[src/rtl/issue_scheduler_if.sv]
// Issue scheduler bus interface.
// Carries three groups of signals between an instruction source/datapath
// and the scheduler:
//   - instruction input: instv, opcode, imm, src1, src2, dst, in_ready
//   - issue handshake:   iss_valid, iss_ready, iss_opcode, iss_imm,
//                        iss_src1, iss_src2, iss_dst
//   - writeback/status:  wb_valid, wb_dst, busy, overflow
// The master modport is the environment side (instruction source plus
// datapath). The slave modport is the scheduler side.
interface issue_scheduler_if #(
  parameter int OPC_W  = 4,
  parameter int DATA_W = 8,
  parameter int REG_W  = 2
);
  logic              instv;
  logic [OPC_W-1:0]  opcode;
  logic [DATA_W-1:0] imm;
  logic [REG_W-1:0]  src1;
  logic [REG_W-1:0]  src2;
  logic [REG_W-1:0]  dst;
  logic              in_ready;

  logic              iss_valid;
  logic              iss_ready;
  logic [OPC_W-1:0]  iss_opcode;
  logic [DATA_W-1:0] iss_imm;
  logic [REG_W-1:0]  iss_src1;
  logic [REG_W-1:0]  iss_src2;
  logic [REG_W-1:0]  iss_dst;

  logic              wb_valid;
  logic [REG_W-1:0]  wb_dst;
  logic              busy;
  logic              overflow;

  modport master (
    output instv, opcode, imm, src1, src2, dst, iss_ready, wb_valid, wb_dst,
    input  in_ready, iss_valid, iss_opcode, iss_imm, iss_src1, iss_src2,
           iss_dst, busy, overflow
  );

  modport slave (
    input  instv, opcode, imm, src1, src2, dst, iss_ready, wb_valid, wb_dst,
    output in_ready, iss_valid, iss_opcode, iss_imm, iss_src1, iss_src2,
           iss_dst, busy, overflow
  );
endinterface

[src/rtl/issue_scheduler.sv]
// In-order issue scheduler.
// Instructions are buffered in a FIFO of DEPTH entries. A scoreboard
// holds one pending bit per architectural register. The FIFO head is
// offered to the datapath only when none of its src1, src2 or dst
// registers is pending. This blocks both RAW and WAW hazards.
// Ports:
//   clock  - rising-edge clock
//   reset  - asynchronous active-low reset
//   bus    - issue_scheduler_if.slave (instruction in, issue, writeback,
//            status)
module issue_scheduler #(
  parameter int DEPTH  = 4,
  parameter int OPC_W  = 4,
  parameter int DATA_W = 8,
  parameter int REG_W  = 2
) (
  input  logic clock,
  input  logic reset,
  issue_scheduler_if.slave bus
);
  localparam int PTR_W = (DEPTH > 1) ? $clog2(DEPTH) : 1;
  localparam int CNT_W = $clog2(DEPTH + 1);
  localparam int NREG  = 1 << REG_W;

  typedef struct packed {
    logic [OPC_W-1:0]  opcode;
    logic [DATA_W-1:0] imm;
    logic [REG_W-1:0]  src1;
    logic [REG_W-1:0]  src2;
    logic [REG_W-1:0]  dst;
  } entry_t;

  entry_t           mem_r [DEPTH];
  logic [PTR_W-1:0] wr_ptr_r;
  logic [PTR_W-1:0] rd_ptr_r;
  logic [CNT_W-1:0] count_r;
  logic [NREG-1:0]  pending_r;
  logic             overflow_r;

  entry_t           entry_in_s;
  entry_t           head_s;
  logic             full_s;
  logic             empty_s;
  logic             hazard_s;
  logic             iss_valid_s;
  logic             push_s;
  logic             pop_s;
  logic [CNT_W-1:0] count_nxt_s;
  logic [NREG-1:0]  pending_nxt_s;

  assign entry_in_s = '{opcode: bus.opcode, imm: bus.imm, src1: bus.src1,
                        src2: bus.src2, dst: bus.dst};
  assign head_s     = mem_r[rd_ptr_r];
  assign full_s     = (count_r == CNT_W'(DEPTH));
  assign empty_s    = (count_r == CNT_W'(0));

  // Head is blocked while any register it reads or writes is still in flight.
  assign hazard_s    = pending_r[head_s.src1] | pending_r[head_s.src2] |
                       pending_r[head_s.dst];
  // Built only from registered state, so no input reaches iss_valid
  // combinationally.
  assign iss_valid_s = !empty_s && !hazard_s;

  // in_ready comes from the registered count. A push while full is
  // dropped even when the same cycle pops.
  assign push_s = bus.instv && !full_s;
  assign pop_s  = iss_valid_s && bus.iss_ready;

  // Next FIFO occupancy.
  always_comb begin
    count_nxt_s = count_r;
    case ({push_s, pop_s})
      2'b10:   count_nxt_s = count_r + CNT_W'(1);
      2'b01:   count_nxt_s = count_r - CNT_W'(1);
      default: count_nxt_s = count_r;
    endcase
  end

  // Next scoreboard. The writeback clear is applied first so that the
  // issue set wins when both target the same register.
  always_comb begin
    pending_nxt_s = pending_r;
    if (bus.wb_valid) begin
      pending_nxt_s[bus.wb_dst] = 1'b0;
    end else begin
      pending_nxt_s = pending_r;
    end
    if (pop_s) begin
      pending_nxt_s[head_s.dst] = 1'b1;
    end else begin
      pending_nxt_s = pending_nxt_s;
    end
  end

  // FIFO storage, pointers, count, scoreboard and sticky overflow.
  always_ff @(posedge clock or negedge reset) begin
    if (!reset) begin
      for (int i = 0; i < DEPTH; i++) begin
        mem_r[i] <= '0;
      end
      wr_ptr_r   <= '0;
      rd_ptr_r   <= '0;
      count_r    <= '0;
      pending_r  <= '0;
      overflow_r <= 1'b0;
    end else begin
      if (push_s) begin
        mem_r[wr_ptr_r] <= entry_in_s;
        wr_ptr_r        <= wr_ptr_r + PTR_W'(1);
      end
      if (pop_s) begin
        rd_ptr_r <= rd_ptr_r + PTR_W'(1);
      end
      if (bus.instv && full_s) begin
        overflow_r <= 1'b1;
      end
      count_r   <= count_nxt_s;
      pending_r <= pending_nxt_s;
    end
  end

  assign bus.in_ready   = !full_s;
  assign bus.iss_valid  = iss_valid_s;
  assign bus.iss_opcode = head_s.opcode;
  assign bus.iss_imm    = head_s.imm;
  assign bus.iss_src1   = head_s.src1;
  assign bus.iss_src2   = head_s.src2;
  assign bus.iss_dst    = head_s.dst;
  assign bus.busy       = !empty_s || (pending_r != '0);
  assign bus.overflow   = overflow_r;
endmodule

[src/flat_wrapper.sv]
// flat-port wrapper written by rule: the top's interface ports become plain ports
module issue_scheduler_flat 
#(
  parameter int DEPTH  = 4,
  parameter int OPC_W  = 4,
  parameter int DATA_W = 8,
  parameter int REG_W  = 2
)
  (clock, reset, bus_instv, bus_opcode, bus_imm, bus_src1, bus_src2, bus_dst, bus_iss_ready, bus_wb_valid, bus_wb_dst, bus_in_ready, bus_iss_valid, bus_iss_opcode, bus_iss_imm, bus_iss_src1, bus_iss_src2, bus_iss_dst, bus_busy, bus_overflow);
  issue_scheduler_if #(.OPC_W(OPC_W), .DATA_W(DATA_W), .REG_W(REG_W)) bus_i ();
  input  logic clock;
  input  logic reset;
  input wire logic [$bits(bus_i.instv)-1:0] bus_instv;
  input wire logic [$bits(bus_i.opcode)-1:0] bus_opcode;
  input wire logic [$bits(bus_i.imm)-1:0] bus_imm;
  input wire logic [$bits(bus_i.src1)-1:0] bus_src1;
  input wire logic [$bits(bus_i.src2)-1:0] bus_src2;
  input wire logic [$bits(bus_i.dst)-1:0] bus_dst;
  input wire logic [$bits(bus_i.iss_ready)-1:0] bus_iss_ready;
  input wire logic [$bits(bus_i.wb_valid)-1:0] bus_wb_valid;
  input wire logic [$bits(bus_i.wb_dst)-1:0] bus_wb_dst;
  output wire logic [$bits(bus_i.in_ready)-1:0] bus_in_ready;
  output wire logic [$bits(bus_i.iss_valid)-1:0] bus_iss_valid;
  output wire logic [$bits(bus_i.iss_opcode)-1:0] bus_iss_opcode;
  output wire logic [$bits(bus_i.iss_imm)-1:0] bus_iss_imm;
  output wire logic [$bits(bus_i.iss_src1)-1:0] bus_iss_src1;
  output wire logic [$bits(bus_i.iss_src2)-1:0] bus_iss_src2;
  output wire logic [$bits(bus_i.iss_dst)-1:0] bus_iss_dst;
  output wire logic [$bits(bus_i.busy)-1:0] bus_busy;
  output wire logic [$bits(bus_i.overflow)-1:0] bus_overflow;
  assign bus_i.instv = bus_instv;
  assign bus_i.opcode = bus_opcode;
  assign bus_i.imm = bus_imm;
  assign bus_i.src1 = bus_src1;
  assign bus_i.src2 = bus_src2;
  assign bus_i.dst = bus_dst;
  assign bus_i.iss_ready = bus_iss_ready;
  assign bus_i.wb_valid = bus_wb_valid;
  assign bus_i.wb_dst = bus_wb_dst;
  assign bus_in_ready = bus_i.in_ready;
  assign bus_iss_valid = bus_i.iss_valid;
  assign bus_iss_opcode = bus_i.iss_opcode;
  assign bus_iss_imm = bus_i.iss_imm;
  assign bus_iss_src1 = bus_i.iss_src1;
  assign bus_iss_src2 = bus_i.iss_src2;
  assign bus_iss_dst = bus_i.iss_dst;
  assign bus_busy = bus_i.busy;
  assign bus_overflow = bus_i.overflow;
  issue_scheduler #(.DEPTH(DEPTH), .OPC_W(OPC_W), .DATA_W(DATA_W), .REG_W(REG_W)) u_core (.clock(clock), .reset(reset), .bus(bus_i));
endmodule
[config.mk]
export PLATFORM = sky130hd
export DESIGN_NAME = issue_scheduler_flat
export DESIGN_NICKNAME = d
export VERILOG_FILES = /design/src/rtl/issue_scheduler_if.sv /design/src/rtl/issue_scheduler.sv /design/src/flat_wrapper.sv
export SDC_FILE = /design/constraint.sdc
export NUM_CORES = 1
export LEC_CHECK = 0
export ABC_AREA = 1
export CORE_ASPECT_RATIO = 1.2
export CORE_MARGIN = 1
export CORE_UTILIZATION = 60
export CTS_CLUSTER_SIZE = 40
export DETAILED_ROUTE_END_ITERATION = 8
export HOLD_SLACK_MARGIN = 0.03
export PLACE_DENSITY = 0.85
export SYNTH_ARGS = -nofsm -noshare
export SYNTH_HDL_FRONTEND = slang
export SYNTH_SLANG_ARGS = --single-unit
export TNS_END_PERCENT = 10
[constraint.sdc]
create_clock -name clock -period 5.3 [get_ports clock]
set_input_delay 0.53 -clock clock [delete_from_list [all_inputs] [get_ports clock]]
set_output_delay 0.53 -clock clock [all_outputs]
set_load 0.1 [all_outputs]
After elaboration in Yosys (flattened, before gate mapping)
Index checks and enable logic that the tools add are counted.
Widths: inputs -> output; s select.
{"block": "totals", "register_bits": 84, "inputBits": 25, "out_inout_bits": 22, "wordCells": 81}
{"block": "op_classes", "addsub": 4, "order_cmp": 9, "n_eq_ne": 3, "mux": 19, "n_bitwise": 7, "n_reduce_logical": 14}
{"operator": "$bwmux 72", "n": 1}
{"operator": "$mux 18", "n": 3}
{"operator": "$bmux 18 s2", "n": 1}
{"operator": "$demux 18 s2", "n": 1}
{"operator": "$lt 2x3->1 const B", "n": 4}
{"operator": "$mux 4", "n": 2}
{"operator": "$logic_and 1x1->1", "n": 7}
{"operator": "$bmux 1 s2", "n": 3}
{"operator": "$ge 3x3->1 const B", "n": 2}
{"operator": "$not 2->3", "n": 2}
{"operator": "$pmux 3 s2", "n": 1}
{"operator": "$mux 1", "n": 5}
{"operator": "$add 2x1->2 const B", "n": 2}
{"operator": "$and 4x4->4", "n": 1}
{"operator": "$demux 1 s2", "n": 2}
{"operator": "$ge 2x1->1 const B", "n": 2}
{"operator": "$not 4->4", "n": 1}
{"operator": "$or 4x4->4", "n": 1}
{"operator": "$reduce_bool 4->1", "n": 1}
{"operator": "$add 3x1->3 const B", "n": 1}
{"operator": "$eq 3x3->1 const B", "n": 1}
{"operator": "$logic_not 1->1", "n": 3}
{"operator": "$logic_not 3->1", "n": 1}
{"operator": "$lt 3x1->1 const B", "n": 1}
{"operator": "other kinds (6)", "n": 7}

Longest topological paths before layout
Gate-level depths: netlist of the first run.
{"block": "depth", "word_depth": 13, "mapped_depth": 16, "mapped_depth_nobuf": 15}

Worst setup path before layout of the first run
Ideal clock, no wire load.
{"block": "synth_timing", "path_kind": "register to register", "from": "reg u_core.rd_ptr_r[0]", "to": "reg u_core.count_r[2]", "setup_time_ns": 0.124, "arrival_time_ns": 3.504, "required_ns": 5.176, "setup_slack_ns": 1.672, "stages_incl_launch_ff": 16, "n_path_buf": 1, "period_less_slack_ns": 3.628, "cell_sequence": "dfrtp_1 -> buf_4 -> nor2_1 -> nor2_1 -> nor2_1 -> nor2_1 -> nand2_1 -> nor2_2 -> nor2_4 -> nand3_2 -> inv_1 -> ha_1 -> fa_1 -> a21oi_1 -> o21ai_0 -> xnor2_1"}
{"block": "synth_via", "elab_chain_len": 13, "word_cells_on_any_way": 19, "cone_classes": "2 x eq/ne; 10 x mux; 3 x bitwise; 4 x reduce/logical"}
{"element": "start, declared", "line_no": "issue_scheduler.sv:35", "rtl": "logic [PTR_W-1:0] rd_ptr_r;"}
{"element": "start signal, assigned", "line_no": "issue_scheduler.sv:112", "rtl": "rd_ptr_r <= rd_ptr_r + PTR_W'(1);"}
{"element": "$not 2->3 (not written as such) *", "line_no": "issue_scheduler.sv:53", "rtl": "assign head_s = mem_r[rd_ptr_r];"}
{"element": "$bmux 18 s2 *", "line_no": "issue_scheduler.sv:53"}
{"element": "$mux 18 (not written as such) * (2 in a row)", "line_no": "issue_scheduler.sv:53"}
{"element": "net bus_iss_src2[1]", "line_no": "flat_wrapper.sv:27", "rtl": "output wire logic [$bits(bus_i.iss_src2)-1:0] bus_iss_src2;"}
{"element": "$bmux 1 s2 *", "line_no": "issue_scheduler.sv:58", "rtl": "assign hazard_s = pending_r[head_s.src1] | pending_r[head_s.src2] |"}
{"element": "$mux 1 (not written as such) *", "line_no": "issue_scheduler.sv:58"}
{"element": "$or 1x1->1 * (2 in a row)", "line_no": "issue_scheduler.sv:58"}
{"element": "$logic_not 1->1 *", "line_no": "issue_scheduler.sv:62", "rtl": "assign iss_valid_s = !empty_s && !hazard_s;"}
{"element": "$logic_and 1x1->1 *", "line_no": "issue_scheduler.sv:62"}
{"element": "$logic_and 1x1->1 *", "line_no": "issue_scheduler.sv:67", "rtl": "assign pop_s = iss_valid_s && bus.iss_ready;"}
{"element": "$eq 2x1->1 or $eq 2x2->1 (tied branches)", "line_no": "issue_scheduler.sv:72", "rtl": "case ({push_s, pop_s})"}
{"element": "$pmux 3 s2 or $reduce_bool 2->1 (tied branches)"}
{"element": "end signal, assigned", "line_no": "issue_scheduler.sv:117", "rtl": "count_r <= count_nxt_s;"}
{"element": "end, declared", "line_no": "issue_scheduler.sv:36", "rtl": "logic [CNT_W-1:0] count_r;"}
The timed path passes the listed nets; every way through them passes the cells marked *. The select of a mux whose other input is x is not followed.
A chain may end at the register's enable or synchronous reset.

Worst setup path after layout of the first run
{"block": "layout_timing", "from": "reg u_core.rd_ptr_r[1]", "to": "out bus_iss_valid"}
{"block": "layout_via", "elab_chain_len": 10, "word_cells_on_any_way": 14, "cone_classes": "9 x mux; 3 x bitwise; 2 x reduce/logical"}
{"element": "$not 2->3 (not written as such) *", "line_no": "issue_scheduler.sv:53"}
{"element": "$bmux 18 s2 *", "line_no": "issue_scheduler.sv:53"}
{"element": "$mux 18 (not written as such) * (2 in a row)", "line_no": "issue_scheduler.sv:53"}
{"element": "$bmux 1 s2", "line_no": "issue_scheduler.sv:58"}
{"element": "$mux 1 (not written as such)", "line_no": "issue_scheduler.sv:58"}
{"element": "$or 1x1->1", "line_no": "issue_scheduler.sv:58"}
{"element": "$or 1x1->1 *", "line_no": "issue_scheduler.sv:58"}
{"element": "$logic_not 1->1 *", "line_no": "issue_scheduler.sv:62"}
{"element": "$logic_and 1x1->1 *", "line_no": "issue_scheduler.sv:62"}
{"element": "end, declared", "line_no": "flat_wrapper.sv:23", "rtl": "output wire logic [$bits(bus_i.iss_valid)-1:0] bus_iss_valid;"}
Mark *: on every way between the ends. The rest lies on a longest branch, timed or not. The select of a mux whose other input is x is not followed.

==> results of run 1 <==
==> final cells by class <==
type / instances / share of cell area [%]
clock inverters: 5 / 1.69
multi-input cells: 329 / 34.5
well taps: 82 / 2.23
clock buffers: 10 / 2.78
repair buffers: 47 / 10.1
inverters: 36 / 2.94
flip-flops and latches: 84 / 45.7
==> final timing paths <==
| check | startpoint | end | slack, ns |
|---|---|---|---|
| setup / recovery | u_core.rd_ptr_r[1]$_DFFE_PN0N_ | bus_iss_valid | 0.98 |
| hold / removal | reset | u_core.mem_r[40]$_DFFE_PN0P_ | 0.34 |
| setup reg to reg | u_core.rd_ptr_r[1]$_DFFE_PN0N_ | u_core.count_r[2]$_DFFE_PN0P_ | 1.88 |
| hold reg to reg | u_core.bus.overflow$_DFFE_PN0P_ | u_core.bus.overflow$_DFFE_PN0P_ | 0.48 |
| max in group asynchronous | reset | u_core.mem_r[57]$_DFFE_PN0P_ | 4.30 |
| min in group clock | u_core.bus.overflow$_DFFE_PN0P_ | u_core.bus.overflow$_DFFE_PN0P_ | 0.48 |
==> critical path, cell delays in order, from the launching register on <==
cell	delay [ns]
dfrtp_1	0.85
inv_1	0.53
nand3_1	0.25
nand2_1	0.13
nor2_1	0.16
nor2_2	0.07
nor2_4	0.20
nand2_1	0.08
inv_1	0.05
clkdlybuf4s50_1	1.12
==> sequential cells by signal, indices dropped and copies added (netlist names) <==
signal	cells
u_core.pending_r	4
u_core.rd_ptr_r	2
u_core.mem_r	72
u_core.bus.overflow	1
u_core.wr_ptr_r	2
u_core.count_r	3
==> cell usage after synthesis <==
| cell type | number | area share (%) |
|---|---|---|
| a21oi_1 | 1 | 0.13 |
| a31o_2 | 1 | 0.22 |
| buf_1 | 1 | 0.095 |
| buf_2 | 8 | 1.0 |
| buf_4 | 1 | 0.19 |
| buf_6 | 2 | 0.57 |
| clkbuf_1 | 11 | 1.0 |
| dfrtp_1 | 84 | 53 |
| fa_1 | 1 | 0.51 |
| ha_1 | 5 | 1.6 |
| inv_1 | 32 | 3.1 |
| inv_2 | 4 | 0.38 |
| mux2_2 | 1 | 0.29 |
| nand2_1 | 122 | 12 |
| nand2_2 | 6 | 0.95 |
| nand3_1 | 19 | 2.4 |
| nand3_2 | 2 | 0.51 |
| nand3b_1 | 1 | 0.19 |
| nand4_1 | 7 | 1.1 |
| nor2_1 | 39 | 3.7 |
| nor2_2 | 1 | 0.16 |
| nor2_4 | 2 | 0.57 |
| nor3_1 | 1 | 0.13 |
| o21ai_0 | 102 | 13 |
| o22ai_1 | 12 | 1.9 |
| o31ai_1 | 2 | 0.38 |
| xnor2_1 | 2 | 0.44 |
| xor2_1 | 2 | 0.44 |
==> per-stage QoR <==
stage	hold WS, ns	setup WS [ns]	std cells	cell area, um^2
6_report	0.340	0.980	593	4600
2_1_floorplan	0.234	1.67	472	3940
3_5_place_dp	0.466	1.41	578	4390
4_1_cts	0.386	1.01	593	4600
3_3_place_gp	0.448	1.49	578	4390
5_1_grt	0.437	0.773	593	4600
==> layer usage <==
| layer | routed length [um] | global-route usage [%] | vias up | part of all wire [%] |
|---|---|---|---|---|
| li1 | - | - | 1612 | - |
| met4 | 146 | 10.3 | 0 | 1.7 |
| met5 | 0 | 0 | - | 0 |
| met2 | 4090 | 44.5 | 94 | 49 |
| met3 | 368 | 5.56 | 17 | 4.4 |
| met1 | 3810 | 33.8 | 1595 | 45 |
==> kinds of logic after synthesis <==
logic type	Yosys count
XOR/XNOR	4
buffers and inverters	59
flip-flops	84
AO/OA/AOI/OAI	118
AND/OR/NAND/NOR	200
adder cells (fa/ha/maj)	6
multiplexers	1
==> impl_metrics.yaml, run 1 <==
outcome:
  status: "finished clean"
final_layout:
  seq_area_um2: 2100
  multi_input_area_um2: 1590
  fill_cells: 437
  final_common_cell: "nand2_1"
  fin_util_pct: 74.5
  antennaDiodeCount: 0
  synthToLayoutAreaGrowth_pct: 16.7
  nets: 538
  drive_gt1_share_pct: 6.46
  mostFrequentLayoutCells: "nand2_1 (122), o21ai_0 (102), dfrtp_1 (84), clkdlybuf4s50_1 (45), nor2_1 (39)"
timing:
  fmaxAchievable_ghz: 0.231
  fin_skew_ns: 0.00682
  setup_viol: 0
  maxSlewViolCount: 0
  finalCritPeriodShare_pct: 81.5
  fin_tns_setup_ns: 0
  tightest_slew_ns: 1.08
  finalCriticalPeriod_ns: 4.32
  relSlewSlack_pct: 28.0
  hold_viol: 0
  grt_setup_unrepaired: "false"
global_route:
  grt_overflow: 0
  grt_max_degree: 85
  grt_pass1_wl_mm: 14.6
  grt_pass1_vias: 3254
  antenna_found_initial: 0
  grt_usage_pct: 26.5
clock_network:
  clock_latency_ns: 0.35
  cts.path.max_buffers: 2
  cts_buffers: 9
  cts_tree: "yes"
  cts.hold.buffers_added: 0
  cts_setup_buffers: 0
  clock_sinks: 84
  path_clk_slew_ns: 0.08
  ctsRootBufferMaster: "clkbuf_8"
  htreeDepth: 3
  cts_resized: 0
route:
  first_pass_iters: 6
  vias: 3318
  vias_per_cell: 5.60
  wl_per_cell_um: 14.2
  drtIter0Drc: 286
  drc: 0
  antenna_left: 0
  routed_wl_mm: 8.41
setup_path:
  cp-end-kind: "output pin"
  crit_type: "reg -> out"
  reg2reg_depth: 14
  arrival_ns: 3.79
  path_max_fanout: 23
  worst_setup_path_start_kind: "flop"
  worst-endpoint-required_ns: 4.77
synth:
  syn_area_per_cell_um2: 8.34
  synthCells: 472
  synth_compound_area_share_pct: 15.6
  yosys.area_share.xor_xnor_pct: 0.890
  yosys.area_share.adder_pct: 2.10
  synthSimpleGateAreaFrac_pct: 21.4
  yosysSeqAreaShare_pct: 53.4
  yosys_warnings: 0
  netlist_area_um2: 3940
  synth_cell_types: 28
  synth_nets: 503
  synthMuxAreaShare_pct: 0.286
  synth_top_family_by_area: "simple AND/OR/NAND/NOR gates"
  synth_seq_cells: 84
job:
  maxCapViolations: 0
floorplan:
  io_pins: 47
  fp.dieW_um: 76.0
  start_util_pct: 63.8
  core_um2: 6170
  dieArea_um2: 6890
  die_y_um: 90.7
  row_count: 31
placed_design:
  place_congestion: 0.828
  port_buffers: 46
  dp_hpwl_mm: 5.26
hold_path:
  hp-class: "in -> async"
Power of run 1 is not shown: default switching activity piles up to over one toggle a cycle in this logic, so the estimate is an artifact.
==> inputs of run 2 (changes only) <==
--- a/config.mk
+++ b/config.mk
@@ -8,11 +8,11 @@
 export ABC_AREA = 1
 export CORE_ASPECT_RATIO = 1.2
 export CORE_MARGIN = 1
-export CORE_UTILIZATION = 60
+export CORE_UTILIZATION = 50
 export CTS_CLUSTER_SIZE = 40
 export DETAILED_ROUTE_END_ITERATION = 8
 export HOLD_SLACK_MARGIN = 0.03
-export PLACE_DENSITY = 0.85
+export PLACE_DENSITY = 0.76
 export SYNTH_ARGS = -nofsm -noshare
 export SYNTH_HDL_FRONTEND = slang
 export SYNTH_SLANG_ARGS = --single-unit
==> constraint.sdc (replaced) <==
create_clock -name clock -period 3.65 [get_ports clock]
set_input_delay 0.365 -clock clock [delete_from_list [all_inputs] [get_ports clock]]
set_output_delay 0.365 -clock clock [all_outputs]
set_load 0.1 [all_outputs]
==> run 2 against run 1 <==
Against the previous run: register-to-register slack got worse by 1.2 ns; global-route usage decreased by 3.7 points; clock skew about the same; first-iteration DRC count unchanged; non-clock buffer count increased by 1; worst setup slack got worse by 0.35 ns; final cell count increased by 2.0%; critical path depth increased by 6; flip-flop and latch count unchanged; core utilization decreased by 14 points; clock-buffer cell count decreased by 1.
==> impl_metrics.yaml, run 2 (synthesized netlist as in run 1, its figures left out) <==
final_layout:
  largest_register_ffs: 72
  largest_registers: "u_core.mem_r: 72 flops, u_core.pending_r: 4 flops, u_core.count_r: 3 flops"
  antennaDiodeCount: 0
  synthToLayoutAreaGrowth_pct: 17.4
  regMostFlops: "u_core.mem_r"
  drive_gt1_share_pct: 10.7
  final_common_cell: "nand2_1"
  multi_input_area_um2: 1590
  seq_area_um2: 2100
  nets: 539
  mostFrequentLayoutCells: "nand2_1 (122), o21ai_0 (102), dfrtp_1 (84), nor2_1 (39), inv_1 (32)"
  fill_cells: 666
setup_path:
  path_max_fanout: 37
  crit_chain: "inv_2 -> nand2_1 -> nand3_1 -> nand2_2 -> nor2_1 -> nand2_1 -> nand3_1 -> nor2_4 -> nand3_2 -> inv_1 -> ha_1 -> fa_1 -> a21oi_1 -> o21ai_0 -> xnor2_1"
  arrival_ns: 3.27
  cp-end-kind: "flop"
  crit_type: "reg -> reg"
  worst-endpoint-required_ns: 3.90
  slowest_delay_ns: 0.47
  slowest_stage: "inv_2"
  worst_setup_path_start_kind: "flop"
clock_network:
  cts.hold.buffers_added: 0
  path_clk_slew_ns: 0.09
  cts_buffers: 9
  ctsRootBufferMaster: "clkbuf_8"
  cts_resized: 0
  cts_tree: "yes"
  clock_sinks: 84
  clock_latency_ns: 0.37
  cts_setup_buffers: 0
  htreeDepth: 3
  cts.path.max_buffers: 2
route:
  antenna_left: 0
  drtIter0Drc: 286
  vias: 3308
  first_pass_iters: 5
  drc: 0
  vias_per_cell: 5.47
  wl_per_cell_um: 14.7
  routed_wl_mm: 8.91
timing:
  fin_tns_setup_ns: 0
  setup_viol: 0
  finalCriticalPeriod_ns: 3.02
  relSlewSlack_pct: 24.1
  hold_ws_ns: 0.164
  fmaxAchievable_ghz: 0.332
  hold_viol: 0
  fin_skew_ns: 0.00723
  maxSlewViolCount: 0
  grt_setup_unrepaired: "false"
  finalCritPeriodShare_pct: 82.6
  tightest_slew_ns: 1.14
placed_design:
  dp_hpwl_mm: 5.38
  port_buffers: 46
  place_congestion: 0.829
global_route:
  grt_max_degree: 85
  grt_usage_pct: 22.8
  grt_pass1_wl_mm: 15.0
  grt_pass1_vias: 3256
  grt_overflow: 0
  antenna_found_initial: 0
floorplan:
  fp.dieW_um: 83.0
  core_um2: 7660
  dieArea_um2: 8240
  row_count: 35
  start_util_pct: 51.4
  io_pins: 47
  die_y_um: 99.2
hold_path:
  hp-class: "in -> async"
outcome:
  status: "finished clean"
job:
  maxCapViolations: 0
## run 2: through the flow
stage | std cells | utilization, % | area, um^2 | setup slack (ns)
floorplan | 472 | - | 3940 | 0.0220
global placement | 589 | 57.1 | 4380 | 0.883
detailed placement | 589 | 57.1 | 4380 | 0.675
CTS | 605 | 60.3 | 4620 | 0.649
global route | 605 | 60.3 | 4620 | 0.333
finish | 605 | 60.3 | 4620 | 0.634
## run 2: worst max-delay path: cells and delay by family, from the launching register on
family	cells	cell delay [ns]
fa+ha+maj	2	0.66
xor+xnor	1	0.14
simple gates	8	0.90
buf+inv	2	0.52
compound gates	2	0.27
flops	1	0.40
## run 2: path summary, 6_finish.rpt
path / start / end / slack (ns) / depth (start not counted)
worst max-delay path: u_core.rd_ptr_r[0]$_DFFE_PN0N_ / u_core.count_r[2]$_DFFE_PN0P_ / 0.63 / 15
worst min-delay path: reset / u_core.mem_r[3]$_DFFE_PN0P_ / 0.16 / 1
worst max register to register: u_core.rd_ptr_r[0]$_DFFE_PN0N_ / u_core.count_r[2]$_DFFE_PN0P_ / 0.63 / 15
worst min register to register: u_core.bus.overflow$_DFFE_PN0P_ / u_core.bus.overflow$_DFFE_PN0P_ / 0.48 / 1
max in group asynchronous: reset / u_core.rd_ptr_r[1]$_DFFE_PN0N_ / 2.79 / 1
min in group clock: u_core.bus.overflow$_DFFE_PN0P_ / u_core.bus.overflow$_DFFE_PN0P_ / 0.48 / 1
## run 2: metal layers
metal	vias up	global-route usage (%)	share of wire [%]
li1	1613	-	-
met2	101	39.2	50
met3	14	3.32	5.2
met1	1580	29.0	44
met5	-	0	0
met4	0	9.55	1.7
## run 2: cell type report
cell class,instances,share of cell area [%]
clock inverters,7,2.65
well taps,92,2.49
clock buffers,9,2.68
flip-flops and latches,84,45.5
inverters,36,2.92
repair buffers,48,9.47
multi-input cells,329,34.3
Power of run 2 is left out for the same reason.
